<file path="config.mk">
export PLATFORM = sky130hd
export DESIGN_NAME = systolic_tile_ctrl
export DESIGN_NICKNAME = d
export VERILOG_FILES = /design/src/rtl/systolic_tile_ctrl.sv
export SDC_FILE = /design/constraint.sdc
export NUM_CORES = 1
export LEC_CHECK = 0
export ABC_AREA = 0
export CORE_MARGIN = 5
export CORE_UTILIZATION = 45
export CTS_CLUSTER_SIZE = 10
export DETAILED_ROUTE_END_ITERATION = 6
export PLACE_DENSITY = 0.68
export SYNTH_ARGS = -nofsm -noshare
export SYNTH_HDL_FRONTEND = slang
export SYNTH_SLANG_ARGS = --single-unit
</file>
<file path="constraint.sdc">
create_clock -name clk -period 6.55 [get_ports clk]
set_clock_uncertainty 0.2 [all_clocks]
set_input_delay 1.965 -clock clk [delete_from_list [all_inputs] [get_ports clk]]
set_output_delay 1.965 -clock clk [all_outputs]
set_load 0.01 [all_outputs]
</file>
<file path="src/rtl/systolic_tile_ctrl.sv">
// rtl/systolic_tile_ctrl.sv - pass sequencer driving the systolic array control inputs
//
// Purpose:
//   For every (weight tile, ifm tile) pair, runs one pass on the array:
//   CLEAR (reset_pe) -> FETCH (BUFFER_SIZE words from both RAMs) ->
//   FLUSH (drain the systolic skew) -> WRITE (SYSTOLIC_SIZE ofm rows) -> NEXT.
//   Weight tile is the outer loop, ifm tile the inner loop. The ofm rows of
//   all passes are written contiguously starting at ofm_base.
//
// Ports:
//   clk, rst_n                   clock (rising edge), asynchronous active-low reset
//   start                        launch a job; sampled only while idle
//   num_ifm_tiles/num_wgt_tiles  tile counts, latched at start
//   ifm_base/wgt_base/ofm_base   base addresses, latched at start
//   busy, done                   job in progress / one-cycle completion pulse
//   ifm_we_a, wgt_we_a           read-only RAM ports, tied low
//   ifm_addr_a, wgt_addr_a       read addresses
//   read_en                      shift-RF advance
//   reset_pe                     PE accumulator clear
//   write_out_en                 PE array output shift
//   ofm_we_b, ofm_addr_b         ofm write enable / address
//   perf_cycles                  busy-cycle counter (only with PERF_CNT_EN)
//
// Build option:
//   PERF_CNT_EN  adds perf_cycles[31:0], a saturating count of busy cycles,
//                cleared on an accepted start and held while idle.

module systolic_tile_ctrl #(
  parameter int SYSTOLIC_SIZE = 16,
  parameter int BUFFER_SIZE   = 27,
  parameter int IFM_ADDR_W    = 19,
  parameter int WGT_ADDR_W    = 9,
  parameter int OFM_ADDR_W    = 22,
  parameter int TILE_W        = 16
) (
  input  logic                  clk,
  input  logic                  rst_n,
  input  logic                  start,
  input  logic [TILE_W-1:0]     num_ifm_tiles,
  input  logic [TILE_W-1:0]     num_wgt_tiles,
  input  logic [IFM_ADDR_W-1:0] ifm_base,
  input  logic [WGT_ADDR_W-1:0] wgt_base,
  input  logic [OFM_ADDR_W-1:0] ofm_base,
  output logic                  busy,
  output logic                  done,
`ifdef PERF_CNT_EN
  output logic [31:0]           perf_cycles,
`endif
  output logic                  ifm_we_a,
  output logic                  wgt_we_a,
  output logic [IFM_ADDR_W-1:0] ifm_addr_a,
  output logic [WGT_ADDR_W-1:0] wgt_addr_a,
  output logic                  read_en,
  output logic                  reset_pe,
  output logic                  write_out_en,
  output logic                  ofm_we_b,
  output logic [OFM_ADDR_W-1:0] ofm_addr_b
);

  // Last value of the in-state cycle counter for each multi-cycle state.
  localparam int FETCH_LAST = BUFFER_SIZE;
  localparam int FLUSH_LAST = 2 * SYSTOLIC_SIZE - 2;
  localparam int WRITE_LAST = SYSTOLIC_SIZE;
  localparam int CNT_MAX    = (FETCH_LAST > FLUSH_LAST)
                              ? ((FETCH_LAST > WRITE_LAST) ? FETCH_LAST : WRITE_LAST)
                              : ((FLUSH_LAST > WRITE_LAST) ? FLUSH_LAST : WRITE_LAST);
  localparam int CNT_W      = $clog2(CNT_MAX + 1);

  typedef enum logic [2:0] {
    S_IDLE,
    S_CLEAR,
    S_FETCH,
    S_FLUSH,
    S_WRITE,
    S_NEXT,
    S_DONE
  } state_e;

  state_e                state_q, state_d;
  logic [CNT_W-1:0]      cnt_q, cnt_d;
  logic [TILE_W-1:0]     it_q, it_d;
  logic [TILE_W-1:0]     wt_q, wt_d;
  logic [TILE_W-1:0]     num_ifm_q, num_ifm_d;
  logic [TILE_W-1:0]     num_wgt_q, num_wgt_d;
  logic [IFM_ADDR_W-1:0] ifm_base_q, ifm_base_d;
  // First address of the current ifm / weight tile.
  logic [IFM_ADDR_W-1:0] ifm_tile_q, ifm_tile_d;
  logic [WGT_ADDR_W-1:0] wgt_tile_q, wgt_tile_d;

  logic                  busy_q, busy_d;
  logic                  done_q, done_d;
  logic                  read_en_q, read_en_d;
  logic                  reset_pe_q, reset_pe_d;
  logic                  write_out_en_q, write_out_en_d;
  logic                  ofm_we_q, ofm_we_d;
  logic [IFM_ADDR_W-1:0] ifm_addr_q, ifm_addr_d;
  logic [WGT_ADDR_W-1:0] wgt_addr_q, wgt_addr_d;
  logic [OFM_ADDR_W-1:0] ofm_addr_q, ofm_addr_d;

  logic [TILE_W-1:0]     it_inc;
  logic [TILE_W-1:0]     wt_inc;

  assign it_inc = it_q + TILE_W'(1);
  assign wt_inc = wt_q + TILE_W'(1);

  always_comb begin
    state_d    = state_q;
    cnt_d      = cnt_q;
    it_d       = it_q;
    wt_d       = wt_q;
    num_ifm_d  = num_ifm_q;
    num_wgt_d  = num_wgt_q;
    ifm_base_d = ifm_base_q;
    ifm_tile_d = ifm_tile_q;
    wgt_tile_d = wgt_tile_q;
    // The write pointer advances after every written row and is only
    // re-seeded by an accepted start, so passes land back to back.
    ofm_addr_d = ofm_we_q ? (ofm_addr_q + OFM_ADDR_W'(1)) : ofm_addr_q;

    unique case (state_q)
      S_IDLE: begin
        if (start) begin
          num_ifm_d  = num_ifm_tiles;
          num_wgt_d  = num_wgt_tiles;
          ifm_base_d = ifm_base;
          ifm_tile_d = ifm_base;
          wgt_tile_d = wgt_base;
          ofm_addr_d = ofm_base;
          it_d       = '0;
          wt_d       = '0;
          cnt_d      = '0;
          if ((num_ifm_tiles == '0) || (num_wgt_tiles == '0)) begin
            state_d = S_DONE;
          end else begin
            state_d = S_CLEAR;
          end
        end
      end
      S_CLEAR: begin
        state_d = S_FETCH;
        cnt_d   = '0;
      end
      S_FETCH: begin
        if (cnt_q == CNT_W'(FETCH_LAST)) begin
          state_d = S_FLUSH;
          cnt_d   = '0;
        end else begin
          cnt_d = cnt_q + CNT_W'(1);
        end
      end
      S_FLUSH: begin
        if (cnt_q == CNT_W'(FLUSH_LAST)) begin
          state_d = S_WRITE;
          cnt_d   = '0;
        end else begin
          cnt_d = cnt_q + CNT_W'(1);
        end
      end
      S_WRITE: begin
        if (cnt_q == CNT_W'(WRITE_LAST)) begin
          state_d = S_NEXT;
          cnt_d   = '0;
        end else begin
          cnt_d = cnt_q + CNT_W'(1);
        end
      end
      S_NEXT: begin
        cnt_d = '0;
        if (it_inc == num_ifm_q) begin
          // Inner loop wrapped: rewind the ifm tile, step the weight tile.
          it_d       = '0;
          wt_d       = wt_inc;
          ifm_tile_d = ifm_base_q;
          wgt_tile_d = wgt_tile_q + WGT_ADDR_W'(BUFFER_SIZE);
          state_d    = (wt_inc == num_wgt_q) ? S_DONE : S_CLEAR;
        end else begin
          it_d       = it_inc;
          ifm_tile_d = ifm_tile_q + IFM_ADDR_W'(BUFFER_SIZE);
          state_d    = S_CLEAR;
        end
      end
      S_DONE: begin
        state_d = S_IDLE;
      end
      default: begin
        state_d = S_IDLE;
      end
    endcase

    // Outputs are decoded from the state being entered so that they change
    // on the same edge as the state register.
    busy_d         = (state_d != S_IDLE);
    done_d         = (state_d == S_DONE);
    reset_pe_d     = (state_d == S_CLEAR);
    // FETCH cycle 0 only issues the first address; data shifts in from cycle 1.
    read_en_d      = ((state_d == S_FETCH) && (cnt_d != '0)) || (state_d == S_FLUSH);
    write_out_en_d = (state_d == S_WRITE) && (cnt_d < CNT_W'(SYSTOLIC_SIZE));
    // The ofm write trails the output shift by one cycle.
    ofm_we_d       = (state_d == S_WRITE) && (cnt_d != '0);

    ifm_addr_d = ifm_addr_q;
    wgt_addr_d = wgt_addr_q;
    if ((state_d == S_FETCH) && (cnt_d < CNT_W'(BUFFER_SIZE))) begin
      ifm_addr_d = ifm_tile_q + IFM_ADDR_W'(cnt_d);
      wgt_addr_d = wgt_tile_q + WGT_ADDR_W'(cnt_d);
    end
  end

  always_ff @(posedge clk or negedge rst_n) begin
    if (!rst_n) begin
      state_q        <= S_IDLE;
      cnt_q          <= '0;
      it_q           <= '0;
      wt_q           <= '0;
      num_ifm_q      <= '0;
      num_wgt_q      <= '0;
      ifm_base_q     <= '0;
      ifm_tile_q     <= '0;
      wgt_tile_q     <= '0;
      busy_q         <= 1'b0;
      done_q         <= 1'b0;
      read_en_q      <= 1'b0;
      reset_pe_q     <= 1'b0;
      write_out_en_q <= 1'b0;
      ofm_we_q       <= 1'b0;
      ifm_addr_q     <= '0;
      wgt_addr_q     <= '0;
      ofm_addr_q     <= '0;
    end else begin
      state_q        <= state_d;
      cnt_q          <= cnt_d;
      it_q           <= it_d;
      wt_q           <= wt_d;
      num_ifm_q      <= num_ifm_d;
      num_wgt_q      <= num_wgt_d;
      ifm_base_q     <= ifm_base_d;
      ifm_tile_q     <= ifm_tile_d;
      wgt_tile_q     <= wgt_tile_d;
      busy_q         <= busy_d;
      done_q         <= done_d;
      read_en_q      <= read_en_d;
      reset_pe_q     <= reset_pe_d;
      write_out_en_q <= write_out_en_d;
      ofm_we_q       <= ofm_we_d;
      ifm_addr_q     <= ifm_addr_d;
      wgt_addr_q     <= wgt_addr_d;
      ofm_addr_q     <= ofm_addr_d;
    end
  end

`ifdef PERF_CNT_EN
  logic [31:0] perf_q, perf_d;

  // busy_q marks the cycle being counted, so the DONE cycle is included.
  always_comb begin
    perf_d = perf_q;
    if ((state_q == S_IDLE) && start) begin
      perf_d = '0;
    end else if (busy_q && (perf_q != 32'hFFFF_FFFF)) begin
      perf_d = perf_q + 32'd1;
    end
  end

  always_ff @(posedge clk or negedge rst_n) begin
    if (!rst_n) begin
      perf_q <= '0;
    end else begin
      perf_q <= perf_d;
    end
  end

  assign perf_cycles = perf_q;
`endif

  assign busy         = busy_q;
  assign done         = done_q;
  assign ifm_we_a     = 1'b0;
  assign wgt_we_a     = 1'b0;
  assign ifm_addr_a   = ifm_addr_q;
  assign wgt_addr_a   = wgt_addr_q;
  assign read_en      = read_en_q;
  assign reset_pe     = reset_pe_q;
  assign write_out_en = write_out_en_q;
  assign ofm_we_b     = ofm_we_q;
  assign ofm_addr_b   = ofm_addr_q;

endmodule

</file>
# Yosys cells after proc, flatten, opt, wreduce, memory -nomap -nowiden
# Cells that the tools add are included.
[totals]
register_bits = 175
[classes]
addsub = 8
order_cmp = 2
eq_ne = 17
mux = 27
n_reduce_logical = 16
[ops]
columns = ["operator", "n"]
rows = [
  ["$mux W22", 3],
  ["$pmux W16 S2", 2],
  ["$mux W16", 3],
  ["$mux W19", 2],
  ["$pmux W19 S2", 1],
  ["$add A16 B1 Y16 const B", 2],
  ["$eq A16 B16 Y1", 2],
  ["$logic_not A16 Y1", 2],
  ["$pmux W5 S5", 1],
  ["$add A22 B1 Y22 const B", 1],
  ["$mux W3", 7],
  ["$mux W5", 4],
  ["$add A19 B5 Y19", 1],
  ["$add A19 B5 Y19 const B", 1],
  ["$mux W9", 2],
  ["$pmux W3 S6", 1],
  ["$pmux W9 S2", 1],
  ["$eq A5 B5 Y1 const B", 3],
  ["$eq A3 B2 Y1 const B", 4],
  ["$eq A3 B3 Y1 const B", 4],
  ["$lt A5 B5 Y1 const B", 2],
  ["$add A9 B5 Y9", 1],
  ["$add A9 B5 Y9 const B", 1],
  ["$eq A3 B1 Y1 const B", 2],
  ["11 further kinds", 17],
]

# Depth between registers and ports, before layout
[logic_depth]
ltp_word = 8
depth_mapped = 16

# Worst setup path before layout
# No wires, ideal clock.
[synth_timing]
path_kind = "input port to flip-flop"
startpoint = "input start"
endpoint = "register ifm_addr_q[9] (netlist: ifm_addr_a[9])"
arrival_time_ps = 4267
t_required_ps = 6223
path_slack_ps = 1955
cell_stages = 11
path_cell_list = "nor4_1 a21oi_1 o21ai_0 ha_1 a21o_1 a21oi_1 o21bai_1 a21oi_1 nor2_1 xor2_1 mux2_1"
[synth_between]
elab_chain_len = 4
[synth_lines]
columns = ["item", "line_no", "text"]
rows = [
  ["start: declaration", "38", "input logic start,"],
  ["$mux W5 *", "122", "if (start) begin"],
  ["$pmux W5 S5 *", "120", "unique case (state_q)"],
  ["via cnt_d[1]", "80", "logic [CNT_W-1:0] cnt_q, cnt_d;"],
  ["branches (longest 2 deep; another with $add A19 B5 Y19)", "n/a", ""],
  ["end signal: assignment", "245", "ifm_addr_q <= ifm_addr_d;"],
  ["end: declaration", "96", "logic [IFM_ADDR_W-1:0] ifm_addr_q, ifm_addr_d;"],
]
# Mark *: on every way through the listed nets, which the timed path passes.
# A chain may end at the register's enable or synchronous reset.

# Worst setup path in the final report
[layout_timing]
startpoint = "input start"
endpoint = "register ifm_addr_q[18] (netlist: ifm_addr_a[18])"
# Same word-level chain as after synthesis.

==> results_tabular.tex <==
\begin{tabular}{lr}
\hline
Metric & Value \\
\hline
\multicolumn{2}{l}{\textbf{Power and ir drop}} \\
Logic gate share of total power & 32.7\% \\
Clock network fraction of design power & around a quarter \\
Net switching power figure & around 1300 uW \\
Leakage Power & 0.00543 uW \\
Internal & 2530 uW \\
Switching power as a share of total power & approximately a third \\
PwrDens & about 320 nW/um2 \\
IR Drop Worst-Case VDD & 0.000193 V \\
Proportion of power drawn by flip-flops and latches & about 40\% \\
\multicolumn{2}{l}{\textbf{CTS}} \\
Clock latency on the worst-skew pair & 440 ps \\
TritonCTS clock tree & yes \\
CTS hold repair buffers & 0 \\
Total of cells resized after clock tree synthesis & 0 \\
Clk slew on worst S/H paths & approximately 80 ps \\
Htree depth & 4 \\
Worst-case clock buffer depth & 2 \\
Root buffer cell & clkbuf\_16 \\
\# Post-CTS Setup Buffers & 0 \\
Number of sinks driven by the clock tree & around 180 \\
Number of buffers added by the clock tree synthesis step & 17 \\
\multicolumn{2}{l}{\textbf{Timing}} \\
Final worst-path cycle share & 78.3\% \\
Hold Vio Cnt, Final & 0 \\
Final count of negative-setup-slack endpoints & 0 \\
Post-Route Setup TNS & 0 ps \\
Setup WS post-layout & 1420 ps \\
Transition time at the pin with the least slew margin & slightly below 1000 ps \\
Tmin final & around 5100 ps \\
Remaining max-slew budget at the tightest pin & 34.3\% \\
Maximum achievable frequency & 195 MHz \\
Count of pins over their slew limit & 0 \\
RSZ-0062 raised after global routing & no \\
\multicolumn{2}{l}{\textbf{Worst setup path}} \\
CP Buf/Inv Count & 3 \\
Critical path class & in -> reg \\
Critical R2R Capture & wt\_q[14] \\
Worst reg2reg startpoint & it\_q[0] \\
Crit-path max cell delay & 520 ps \\
Data required time at the worst endpoint & around 6700 ps \\
Kind of end point of the critical path & flop \\
Critical Path Fanout Max & 8 \\
Cell family with most CP delay & compound AO/OA/AOI/OAI gates \\
FF-to-FF path depth & 9 \\
Critical path, cell by cell & clkdlybuf4s50\_1 -> nor4\_1 -> a21oi\_1 -> inv\_1 -> a211o\_1 -> ha\_1 -> inv\_1 -> o21bai\_1 -> a21oi\_1 -> nor2\_1 -> and2\_1 -> nand2b\_1 -> xnor2\_1 -> mux2\_1 \\
Master of the slowest instance on the critical path & clkdlybuf4s50\_1 \\
Startpoint type of the worst setup path & input port \\
Arrival time at the worst endpoint & 5250 ps \\
Worst setup slack for register-to-register paths & 2450 ps \\
\multicolumn{2}{l}{\textbf{Logic synthesis}} \\
Netlist cell types & 72 \\
Total of flip-flops plus latches after synthesis & 175 \\
Post-synthesis area per instance & 9.13 um2 \\
Syn. warnings & 0 \\
Post-Syn Instances & 1100 \\
Count of flip-flops with a built-in enable after synthesis & 0 \\
Share of async-settable or async-resettable flops after synthesis & 100\% \\
Sequential-to-total area share from yosys stat & 43.6\% \\
Post-synthesis instance area & around 10000 um2 \\
Prevailing post-synth register cell & dfrtp\_1 \\
\multicolumn{2}{l}{\textbf{Drt}} \\
Number of vias after detailed routing & about 8.2k \\
First-pass DRT Iterations & 5 \\
Remaining design rule violation count & 0 \\
Count of antenna-violating nets left after detailed routing & 0 \\
Via-to-Cell Ratio & roughly 5.5 \\
Average routed wire per standard cell & 16.7 um \\
Total wire length after detailed routing & $\sim$25000 um \\
Drt initial violations & between 500 and 600 \\
\multicolumn{2}{l}{\textbf{Placed design}} \\
Placement-stage worst setup slack & 999 ps \\
Weighted congestion reported at the end of routability-driven placement & 0.825 \\
Sum of net half-perimeters after detailed placement & 17300 um \\
Total instance count after detailed placement & between 1k and 1.5k \\
Number of buffer cells added on primary ports & 140 \\
\multicolumn{2}{l}{\textbf{Global routing}} \\
Leftover overflow at the end of global routing & 0 \\
GR met2 Demand/Resource & a little under a third \\
Antenna violations before repair & 0 \\
Most used routing layer & met2 \\
Number of global-route vias before repair & 8365 \\
Global-route wire length before repair & 42400 um \\
Maximum number of pins on one net before global-route repair & 96 \\
Total Routing Usage GR & 19.8\% \\
Global routing met1 resource utilization & about 28\% \\
Met3 track demand over resource & 3.86\% \\
\multicolumn{2}{l}{\textbf{Worst hold path}} \\
Hold path start & ifm\_base\_q[16] \\
WHS Endpoint & ifm\_base\_q[16] \\
Hold WC Path Type & reg -> reg \\
Worst hold path cell count & 2 \\
\multicolumn{2}{l}{\textbf{Final layout}} \\
Final net count & 1302 \\
Post-route insts no fill & 1490 \\
Layout fillers & 1925 \\
Footprint of the multi-input gates & 5260 um2 \\
Area taken by flip-flops and latches & 4380 um2 \\
Top library cells by usage in the layout, fill and taps aside & nand2\_1, dfrtp\_1, clkdlybuf4s50\_1 \\
Share of final-layout standard cells stronger than drive strength 1 & 5.79\% \\
Most common cell after layout, fill and taps aside & nand2\_1 \\
\# diodes & 0 \\
Area delta synth->final & 20.7\% \\
\multicolumn{2}{l}{\textbf{Floorplanning}} \\
Standard-cell row count & 54 \\
Top-level I/O count & 143 \\
Width of the die & 159 um \\
Die span in y & 159 um \\
Initial standard-cell utilization of the core & a little under half \\
Area of the core region & 21900 um2 \\
Full die area & between 20000 and 30000 um2 \\
\multicolumn{2}{l}{\textbf{Job}} \\
Max\_cap viols & 0 \\
\multicolumn{2}{l}{\textbf{Run status}} \\
Outcome & complete, no violations \\
\hline
\end{tabular}
-- flip-flops by register name (all words and copies together) (netlist names), 3 cells and up --
signal	flops
ofm_addr_b	22
cnt_q	5
ifm_addr_a	19
state_q	3
ifm_base_q	19
wt_q	16
ifm_tile_q	19
it_q	16
num_ifm_q	16
wgt_addr_a	9
num_wgt_q	16
wgt_tile_q	9
-- worst max-delay path by stage --
stage	endpoint	cells past startpoint	startpoint	slack [ps]
floorplan	ifm_addr_a[9]	11	start	1960
global placement	ifm_addr_a[16]	14	start	1030
detailed placement	ifm_addr_a[16]	14	start	1000
CTS	ifm_addr_a[18]	14	start	1440
global route	ifm_addr_a[9]	12	start	1050
finish	ifm_addr_a[18]	14	start	1420
-- cells in the mapped netlist (all sizes together) (6+ instances only) --
cell    number  area share (%)
a22oi       22             1.6
inv         19            0.71
a21oi       31             1.5
buf         27             1.8
nand3       46             2.4
nor3         8            0.51
o21ai       67             3.3
nand4       20             1.3
or3          9            0.56
ha          18             2.2
nor2b        6            0.37
nand2b       8            0.50
xnor2       59             5.1
mux2i       27             2.7
dfrtp      175              44
and3        19             1.2
a31oi       11            0.69
clkbuf      45             1.7
nor4        11            0.69
nand2      229             8.6
o22a         7            0.61
xor2        48             4.2
and4         8            0.70
a21o        20             1.5
nor2        59             2.2
o211ai       6            0.45
mux2        29             3.3
-- per-stage QoR --
stage          total power (uW)  hold slack [ps]  instance area, um2  util [%]
2_1_floorplan              2320              245               10000         -
3_3_place_gp               2800              259               11500      52.7
3_5_place_dp               2830              264               11500      52.7
4_1_cts                    3890              282               12100      55.4
5_1_grt                    4100              312               12100      55.4
6_report                   3850              280               12100      55.4
-- final cells by class --
cell class / count / share of cell area, %
clock inverters: 15 / 1.33
repair buffers: 149 / 12.1
well taps: 280 / 2.89
clock buffers: 17 / 3.51
flip-flops and latches: 175 / 36.1
multi-input cells: 835 / 43.4
inverters: 19 / 0.588
-- worst reg2reg max path, delay by kind of cell, from the launching register on --
family | cells | cell delay (ps)
adder cells (fa/ha/maj) | 1 | 320
flip-flops | 1 | 440
AND/OR/NAND/NOR | 6 | 2490
AO/OA/AOI/OAI | 2 | 520
-- layer usage --
| layer | vias to the layer above | wire length (um) |
|---|---|---|
| met5 | - | 0 |
| met4 | 0 | 288 |
| met3 | 19 | 1140 |
| met2 | 185 | 11600 |
| met1 | 3925 | 11900 |
| li1 | 4021 | - |
-- logic make-up (layout without fill, tap and decap cells) --
kind of cell               after synthesis  in the layout  synth area share [%]
DFF                                    175            175                  43.6
xor gates and xnor gates               108            108                  9.57
buffers and inverters                   91            200                  4.16
and+or+nand+nor                        446            446                  20.8
other                                    1              2                0.0374
AOI/OAI and AO/OA                      203            203                  13.2
muxes                                   56             56                  5.95
adders and majority gates               20             20                  2.64
-- power by group through the flow --
stage | Sequential, uW | Combinational, uW | Clock (uW)
final | 1560 | 1260 | 1030
after global placement | 1570 | 1230 | 0
after floorplan | 1520 | 802 | 0
after detailed placement | 1570 | 1260 | 0
after global routing | 1590 | 1410 | 1100
after CTS | 1560 | 1270 | 1060
Note: power is estimated with default switching activity, not from simulation.
